==> config.mk <==
export PLATFORM = sky130hd
export DESIGN_NAME = pwm_multi
export DESIGN_NICKNAME = d
export VERILOG_FILES = /design/src/rtl/pwm_pkg.sv /design/src/rtl/pwm_prescaler.sv /design/src/rtl/pwm_multi.sv
export SDC_FILE = /design/constraint.sdc
export NUM_CORES = 1
export LEC_CHECK = 0
export CORE_MARGIN = 4
export CORE_UTILIZATION = 55
export CTS_BUF_LIST = sky130_fd_sc_hd__clkbuf_2 sky130_fd_sc_hd__clkbuf_4 sky130_fd_sc_hd__clkbuf_8
export DETAILED_ROUTE_END_ITERATION = 8
export PLACE_DENSITY_LB_ADDON = 0.3
export SYNTH_ARGS = -nofsm -noshare
export SYNTH_HDL_FRONTEND = slang
export SYNTH_SLANG_ARGS = --single-unit
==> constraint.sdc <==
create_clock -name clk -period 3.52 [get_ports clk]
set_clock_uncertainty 0.1 [all_clocks]
set_input_delay 0.528 -clock clk [delete_from_list [all_inputs] [get_ports clk]]
set_output_delay 0.528 -clock clk [all_outputs]
set_load 0.005 [all_outputs]
==> src/rtl/pwm_pkg.sv <==
// Shared definitions for the PWM family: default sizing and the small
// elaboration-time helpers used to size counters.
package pwm_pkg;

    localparam int CH_DEFAULT       = 4;
    localparam int WIDTH_DEFAULT    = 8;
    localparam int PRESCALE_DEFAULT = 19;

    // Largest duty / counter code for a given width (2**w - 1).
    function automatic int unsigned pwm_max(input int unsigned w);
        return (32'd1 << w) - 32'd1;
    endfunction

    // Bits needed to hold 0..p-1, never less than one bit.
    function automatic int unsigned presc_width(input int unsigned p);
        if (p <= 32'd2) begin
            return 32'd1;
        end else begin
            return $clog2(p);
        end
    endfunction

endpackage

==> src/rtl/pwm_prescaler.sv <==
// Free-running clock prescaler: emits a one-clock tick every PRESCALE
// enabled cycles. Held at zero while disabled so a restart is aligned.
module pwm_prescaler
    import pwm_pkg::*;
#(
    parameter int PRESCALE = PRESCALE_DEFAULT
) (
    input  logic clk,
    input  logic rst_n,
    input  logic en,
    output logic tick
);

    localparam int unsigned     PW     = presc_width(PRESCALE);
    localparam logic [PW-1:0]   LAST_V = PW'(PRESCALE - 1);

    logic [PW-1:0] presc_r;
    logic          at_last_s;

    assign at_last_s = (presc_r == LAST_V);

    // Count 0..PRESCALE-1 while enabled, forced to zero otherwise.
    always_ff @(posedge clk or negedge rst_n) begin
        if (!rst_n) begin
            presc_r <= {PW{1'b0}};
        end else if (!en) begin
            presc_r <= {PW{1'b0}};
        end else if (at_last_s) begin
            presc_r <= {PW{1'b0}};
        end else begin
            presc_r <= presc_r + PW'(1);
        end
    end

    // The tick is a decode of the registered count, so it is glitch-free
    // within the cycle and lines up with the count reaching PRESCALE-1.
    assign tick = en & at_last_s;

endmodule

==> src/rtl/pwm_multi.sv <==
// N-channel PWM generator: one prescaler, one shared period counter and a
// double-buffered duty register plus comparator per channel.
// Optional feature macro: PWM_PERIOD_PULSE_EN adds the period_pulse output.
module pwm_multi
    import pwm_pkg::*;
#(
    parameter int CH       = CH_DEFAULT,
    parameter int WIDTH    = WIDTH_DEFAULT,
    parameter int PRESCALE = PRESCALE_DEFAULT
) (
    input  logic              clk,
    input  logic              rst_n,
    input  logic              en,
    input  logic [CH*WIDTH-1:0] duty,
    output logic [CH-1:0]     pwm_out
`ifdef PWM_PERIOD_PULSE_EN
    ,
    output logic              period_pulse
`endif
);

    localparam logic [WIDTH-1:0] MAX_V      = WIDTH'(pwm_max(WIDTH));
    localparam logic [WIDTH-1:0] LAST_CNT_V = WIDTH'(pwm_max(WIDTH) - 32'd1);

    logic             tick_s;
    logic [WIDTH-1:0] cnt_r;
    logic             wrap_s;
    logic [CH-1:0]    cmp_s;
    logic [CH-1:0]    pwm_out_r;

    pwm_prescaler #(
        .PRESCALE (PRESCALE)
    ) u_prescaler (
        .clk   (clk),
        .rst_n (rst_n),
        .en    (en),
        .tick  (tick_s)
    );

    // A wrap is the tick that takes the counter from MAX-1 back to 0; it
    // is also the instant new duties are latched into the shadows.
    assign wrap_s = tick_s & (cnt_r == LAST_CNT_V);

    // Shared period counter, 0..MAX-1, parked at zero while disabled.
    always_ff @(posedge clk or negedge rst_n) begin
        if (!rst_n) begin
            cnt_r <= {WIDTH{1'b0}};
        end else if (!en) begin
            cnt_r <= {WIDTH{1'b0}};
        end else if (wrap_s) begin
            cnt_r <= {WIDTH{1'b0}};
        end else if (tick_s) begin
            cnt_r <= cnt_r + WIDTH'(1);
        end else begin
            cnt_r <= cnt_r;
        end
    end

    for (genvar k = 0; k < CH; k++) begin : g_ch
        logic [WIDTH-1:0] shadow_r;

        // Shadow tracks the live duty while idle so the first period after
        // enable uses it; while running it only changes at a wrap.
        always_ff @(posedge clk or negedge rst_n) begin
            if (!rst_n) begin
                shadow_r <= {WIDTH{1'b0}};
            end else if (!en || wrap_s) begin
                shadow_r <= duty[k*WIDTH +: WIDTH];
            end else begin
                shadow_r <= shadow_r;
            end
        end

        // MAX is forced fully on, since cnt never reaches MAX.
        assign cmp_s[k] = en & ((shadow_r == MAX_V) | (cnt_r < shadow_r));
    end

    // Register all comparator results together so the outputs are clean.
    always_ff @(posedge clk or negedge rst_n) begin
        if (!rst_n) begin
            pwm_out_r <= {CH{1'b0}};
        end else begin
            pwm_out_r <= cmp_s;
        end
    end

    assign pwm_out = pwm_out_r;

`ifdef PWM_PERIOD_PULSE_EN
    logic en_d_r;
    logic wrap_d_r;
    logic period_pulse_r;

    // Remember whether the previous cycle ended a period or was idle; the
    // cycle after either is the first cnt=0 cycle of a new period.
    always_ff @(posedge clk or negedge rst_n) begin
        if (!rst_n) begin
            en_d_r   <= 1'b0;
            wrap_d_r <= 1'b0;
        end else begin
            en_d_r   <= en;
            wrap_d_r <= wrap_s;
        end
    end

    // Registered alongside pwm_out so the pulse lands on the first output
    // cycle of each period.
    always_ff @(posedge clk or negedge rst_n) begin
        if (!rst_n) begin
            period_pulse_r <= 1'b0;
        end else begin
            period_pulse_r <= en & (wrap_d_r | ~en_d_r);
        end
    end

    assign period_pulse = period_pulse_r;
`endif

endmodule

Word-level counts from Yosys, hierarchy flattened
Index checks and enable logic that the tools add are counted.

word-level totals
  flip-flop bits (word level) = 49
  bits of input ports = 35
  output and inout bits = 4
  logic and storage cells = 37

operators by class
  $add $sub $neg = 2
  magnitude comparators = 4
  eq/ne operators = 7
  multiplexer cells = 5
  bitwise operators = 10
  reduce and logical (&&, ||, !) cells = 2

operators by type and width
  operator                                                          number
  8-bit == test (second input constant)                             5
  8-bit < comparator                                                4
  8-bit 2-to-1 mux                                                  3
  5-bit 2-to-1 mux                                                  2
  8-bit by 1-bit adder with 8-bit output (second input constant)    1
  1-bit bitwise AND                                                 6
  5-bit by 1-bit adder with 5-bit output (second input constant)    1
  5-bit == test (second input constant)                             1
  1-bit OR                                                          4
  3-bit by 1-bit != test with 1-bit output (second input constant)  1
  1-bit logical NOT                                                 1
  1-bit logical OR                                                  1

Logic depth before layout (Yosys ltp)
  word-level depth = 5
  gate-level depth with buffers = 8
  mapped depth without buffers = 6

Modules after synthesis
From an unflattened synthesis, not the netlist that was laid out.

unflattened totals
  cells, all modules = 279
  area, all modules = 2745.1 µm²

by module, submodules not included
  module         instances  cells each  area each (µm²)  sequential area each (µm²)
  pwm_multi      1          254         2491.1           1101.1
  pwm_prescaler  1          25          254.0            125.1

Least setup slack after synthesis
Ideal clock, no wire load.

  path kind = register to register
  from = reg u_prescaler.presc_r[0]
  to = reg g_ch[0].shadow_r[0]
  library setup time = 0.127 ns
  arrival time = 1.549 ns
  data required time = 3.293 ns
  slack = 1.744 ns
  cell stages (with the launch flop) = 7
  path buffers = 1
  period minus slack after synthesis = 1.776 ns
  path through = dfrtp_1 inv_1 ha_1 nand4bb_4 o31ai_4 buf_6 mux2_1

on the way
  longest elaborated chain between the ends = 4

ends and longest elaborated chain
  item                      RTL line             source
  start: declaration        pwm_prescaler.sv:17  logic [PW-1:0] presc_r;
  start signal: assignment  pwm_prescaler.sv:25  presc_r <= {PW{1'b0}};
  start signal: assignment  pwm_prescaler.sv:27  presc_r <= {PW{1'b0}};
  start signal: assignment  pwm_prescaler.sv:29  presc_r <= {PW{1'b0}};
  5-bit == test             pwm_prescaler.sv:20  assign at_last_s = (presc_r == LAST_V);
  1-bit bitwise AND         pwm_prescaler.sv:37  assign tick = en & at_last_s;
  1-bit bitwise AND         pwm_multi.sv:42      assign wrap_s = tick_s & (cnt_r == LAST_CNT_V);
  1-bit logical OR          pwm_multi.sv:67      end else if (!en || wrap_s) begin
  end signal: assignment    pwm_multi.sv:66      shadow_r <= {WIDTH{1'b0}};
  end signal: assignment    pwm_multi.sv:68      shadow_r <= duty[k*WIDTH +: WIDTH];
  end signal: assignment    pwm_multi.sv:70      shadow_r <= shadow_r;
  end: declaration          pwm_multi.sv:60      logic [WIDTH-1:0] shadow_r;

Every way passes these cells.
A chain may end at the register's enable or synchronous reset.

Worst setup path in the final report
  from = reg u_prescaler.presc_r[0]
  to = reg g_ch[1].shadow_r[0]

on the way
  longest elaborated chain between the ends = 4

ends and longest elaborated chain
  item                    RTL line
  5-bit == test           pwm_prescaler.sv:20
  1-bit bitwise AND       pwm_prescaler.sv:37
  1-bit bitwise AND       pwm_multi.sv:42
  1-bit logical OR        pwm_multi.sv:67
  end signal: assignment  pwm_multi.sv:66
  end signal: assignment  pwm_multi.sv:68
  end signal: assignment  pwm_multi.sv:70
  end: declaration        pwm_multi.sv:60

Every way passes these cells.

==> results.md <==
- Row count: 25
- EDFF count, synth: 0
- Post_cts resized: 0
- Global-route wire length before repair: 9210 µm
- Reg area: approximately 0.0012 mm²
- Top cell type's share of synthesized area: 44.5%
- Hold_buf cts: 0
- Final net count: around 390
- Die area: between 0.006 and 0.007 mm²
- CTS HTree Levels: 2
- Clk network pwr share: 30.3%
- Filler cells: 400
- Fin util: approximately two thirds
- Post-Syn Area per Cell: slightly below 10 µm²
- I/O pin cnt: 39
- Vias in the first global route: just over 2000
- Routed length on met2: 2570 µm
- Starting Density: a little under 60%
- Root Buffer Master: clkbuf_8
- Final setup TNS: 0 ns
- WS Path Type: register to register
- Total global-route track usage: roughly a fifth
- DR pass1 iterations: 4
- Primary FF master, synth: dfrtp_1
- Worst-path clk slew: ~0.10 ns
- Synth Register Bits: between 40 and 50
- Final instance area: between 0.003 and 0.004 mm²
- Clock sinks: 49
- P_sw: between 300 and 400 µW
- Layout cells sized above 1: roughly 5.3%
- Period utilization: between 70% and 80%
- Clk Latency, worst-skew pair: 0.31 ns
- DRT antenna net count: 0
- Fmax: 372 MHz
- Max Buffers Root-to-Sink: 2
- Total power: 1.12 mW
- GPL Wtd Cong: ~0.8
- Slew Limit Fails: 0
- Max Cap Viol: 0
- Die Y: ~79 µm
- Ranking of synthesized cells by area: dfrtp_1, ha_1, nand2_1
- Total CTS buffers: 5
- Crit. End Element: register
- Final Setup Violations: 0
- Hold Crit Class: input port to asynchronous set/reset pin
- Die width: between 70 and 80 µm
- Post-synthesis cell type count: 31
- # DRC: 0
- Synth warn: 0
- Power Dens Cells: 346 mW/mm²
- Asr flop ratio synth: between 90% and 100%
- Startpoint types: register
- Max layer used: met4
- Slew @ Worst Pin: around 1.1 ns
- Via count: ~2100
- Most common cell after layout, fill and taps aside: dfrtp_1
- Metal3 WL: around 270 µm
- Leading area contributor after synthesis: dfrtp_1
- Pint: between 800 and 900 µW
- Mapped Area: ~0.0028 mm²
- Core Region: between 0.004 and 0.005 mm²
- Ant. Diodes: 0
- Final Hold Viols: 0
- VDD IR max: between 0.15 and 0.2 mV
- Critical Path RT: ~3.6 ns
- Status: complete, no violations
- HPWL after DPL: a little under 4000 µm
- Leakage: about 1.5 nW
- Routed len/inst: about 14 µm
- Wirelength, routed: 5340 µm
- Number of port buffers: 38
- Unrepaired setup endpoints after global routing: false
- Mapped Cells: 283
- Area of the multi-input gates: between 0.001 and 0.0015 mm²
- Largest net degree at the start of global routing: 50
- Postcts setup bufs: 0
- GRT Residual Overflow: 0
- Sw Ratio: between 20% and 30%
- DRT iter0 DRCs: a little under 100
- Critical path arrival: 2.78 ns
- Initial antenna violation count: 0
- Tmin final: 2.69 ns
- CTS tree: built
- Post-Syn Nets: between 300 and 400
- Comb power frac: between 10% and 20%
- Commonest non-fill, non-tap cells in the layout: dfrtp_1, nand2_1, clkdlybuf4s50_1
- Seq pwr share: 55.3%
- Max Fanout on Critical Path: 26
- M1 WL: about 2400 µm
- Slew headroom: between 20% and 30%
- Area Growth Syn to Fin: 18.0%
- Routed vias/inst: ~5.3
- Seq/Total Area, Yosys: 44.5%
- Placement Cell Area: 0.00316 mm²
-- critical path: stages (launching register included) --
cell and delay (ns):
dfrtp_1 0.42, inv_1 0.07, ha_1 0.19, nand4bb_4 0.23, o31ai_4 0.83, buf_4 0.38
mux2_1 0.36
-- stage by stage --
stage	hold WS [ns]	instances	setup WS [ns]
2_1_floorplan	0.132	283	1.74
3_3_place_gp	0.372	381	0.904
3_5_place_dp	0.378	381	0.834
4_1_cts	0.363	389	0.830
5_1_grt	0.413	389	0.655
6_report	0.316	389	0.832
-- metal layers --
layer | global-route usage, % | vias to the layer above
met3 | 3.97 | 7
met4 | 5.50 | 0
met1 | 24.2 | 973
met2 | 31.4 | 44
li1 | - | 1055
met5 | 0 | -
-- flip-flops by register name (all words and copies together), names as in the netlist --
name,flops
pwm_out,4
cnt_r,8
g_ch.shadow_r,32
u_prescaler.presc_r,5
-- area by class of cell --
class,instances,area share (%)
Inverter,35,4.04
Multi-Input combinational cell,189,40.7
Timing Repair Buffer,41,12.2
Clock buffer,5,2.11
Sequential cell,49,37.7
Clock inverter,3,0.654
Tap cell,67,2.58
-- final timing paths --
check	slack [ns]	startpoint	to	cells past startpoint
max in group asynchronous	2.36	rst_n	cnt_r[4]$_DFFE_PN0P_	1
worst max register to register	0.83	u_prescaler.presc_r[0]$_DFF_PN0_	g_ch[1].shadow_r[0]$_DFFE_PN0P_	6
worst max-delay path	0.83	u_prescaler.presc_r[0]$_DFF_PN0_	g_ch[1].shadow_r[0]$_DFFE_PN0P_	6
min in group clk	0.39	u_prescaler.presc_r[0]$_DFF_PN0_	u_prescaler.presc_r[0]$_DFF_PN0_	1
worst min-delay path	0.32	rst_n	g_ch[3].shadow_r[6]$_DFFE_PN0P_	1
worst min register to register	0.39	u_prescaler.presc_r[0]$_DFF_PN0_	u_prescaler.presc_r[0]$_DFF_PN0_	1
-- power groups by stage --
stage / registers, mW / logic [mW] / clock network [mW]
2_1_floorplan: 0.627 / 0.0913 / 0
3_3_place_gp: 0.632 / 0.160 / 0
3_5_place_dp: 0.633 / 0.165 / 0
4_1_cts: 0.622 / 0.166 / 0.347
5_1_grt: 0.627 / 0.187 / 0.370
6_report: 0.622 / 0.163 / 0.340
-- synth_stat cells (2+ instances only) --
cell       instances
buf_2              3
a2111oi_0          4
o2111ai_1          4
nor3_1             8
nor2_1            10
and4_1             4
nand2b_1           4
a211oi_1           2
o21ai_0           28
buf_6              4
ha_1              32
clkbuf_1           2
nand3_1           10
nand4_1            5
xnor2_1            7
xor2_1             2
o21ai_1            9
or4_1              4
mux2_1             4
dfrtp_1           49
a21oi_1            6
nand2_1           39
inv_1             35
-- logic make-up after synthesis --
kind of cell | count (synthesis) | synth area share, %
AOI/OAI and AO/OA | 57 | 13.2
xor gates and xnor gates | 9 | 2.86
adders and majority gates | 32 | 14.5
and+or+nand+nor | 87 | 15.8
muxes | 4 | 1.63
DFF | 49 | 44.5
buffers and inverters | 45 | 7.49
No activity file was read; power rests on OpenSTA's default activity.
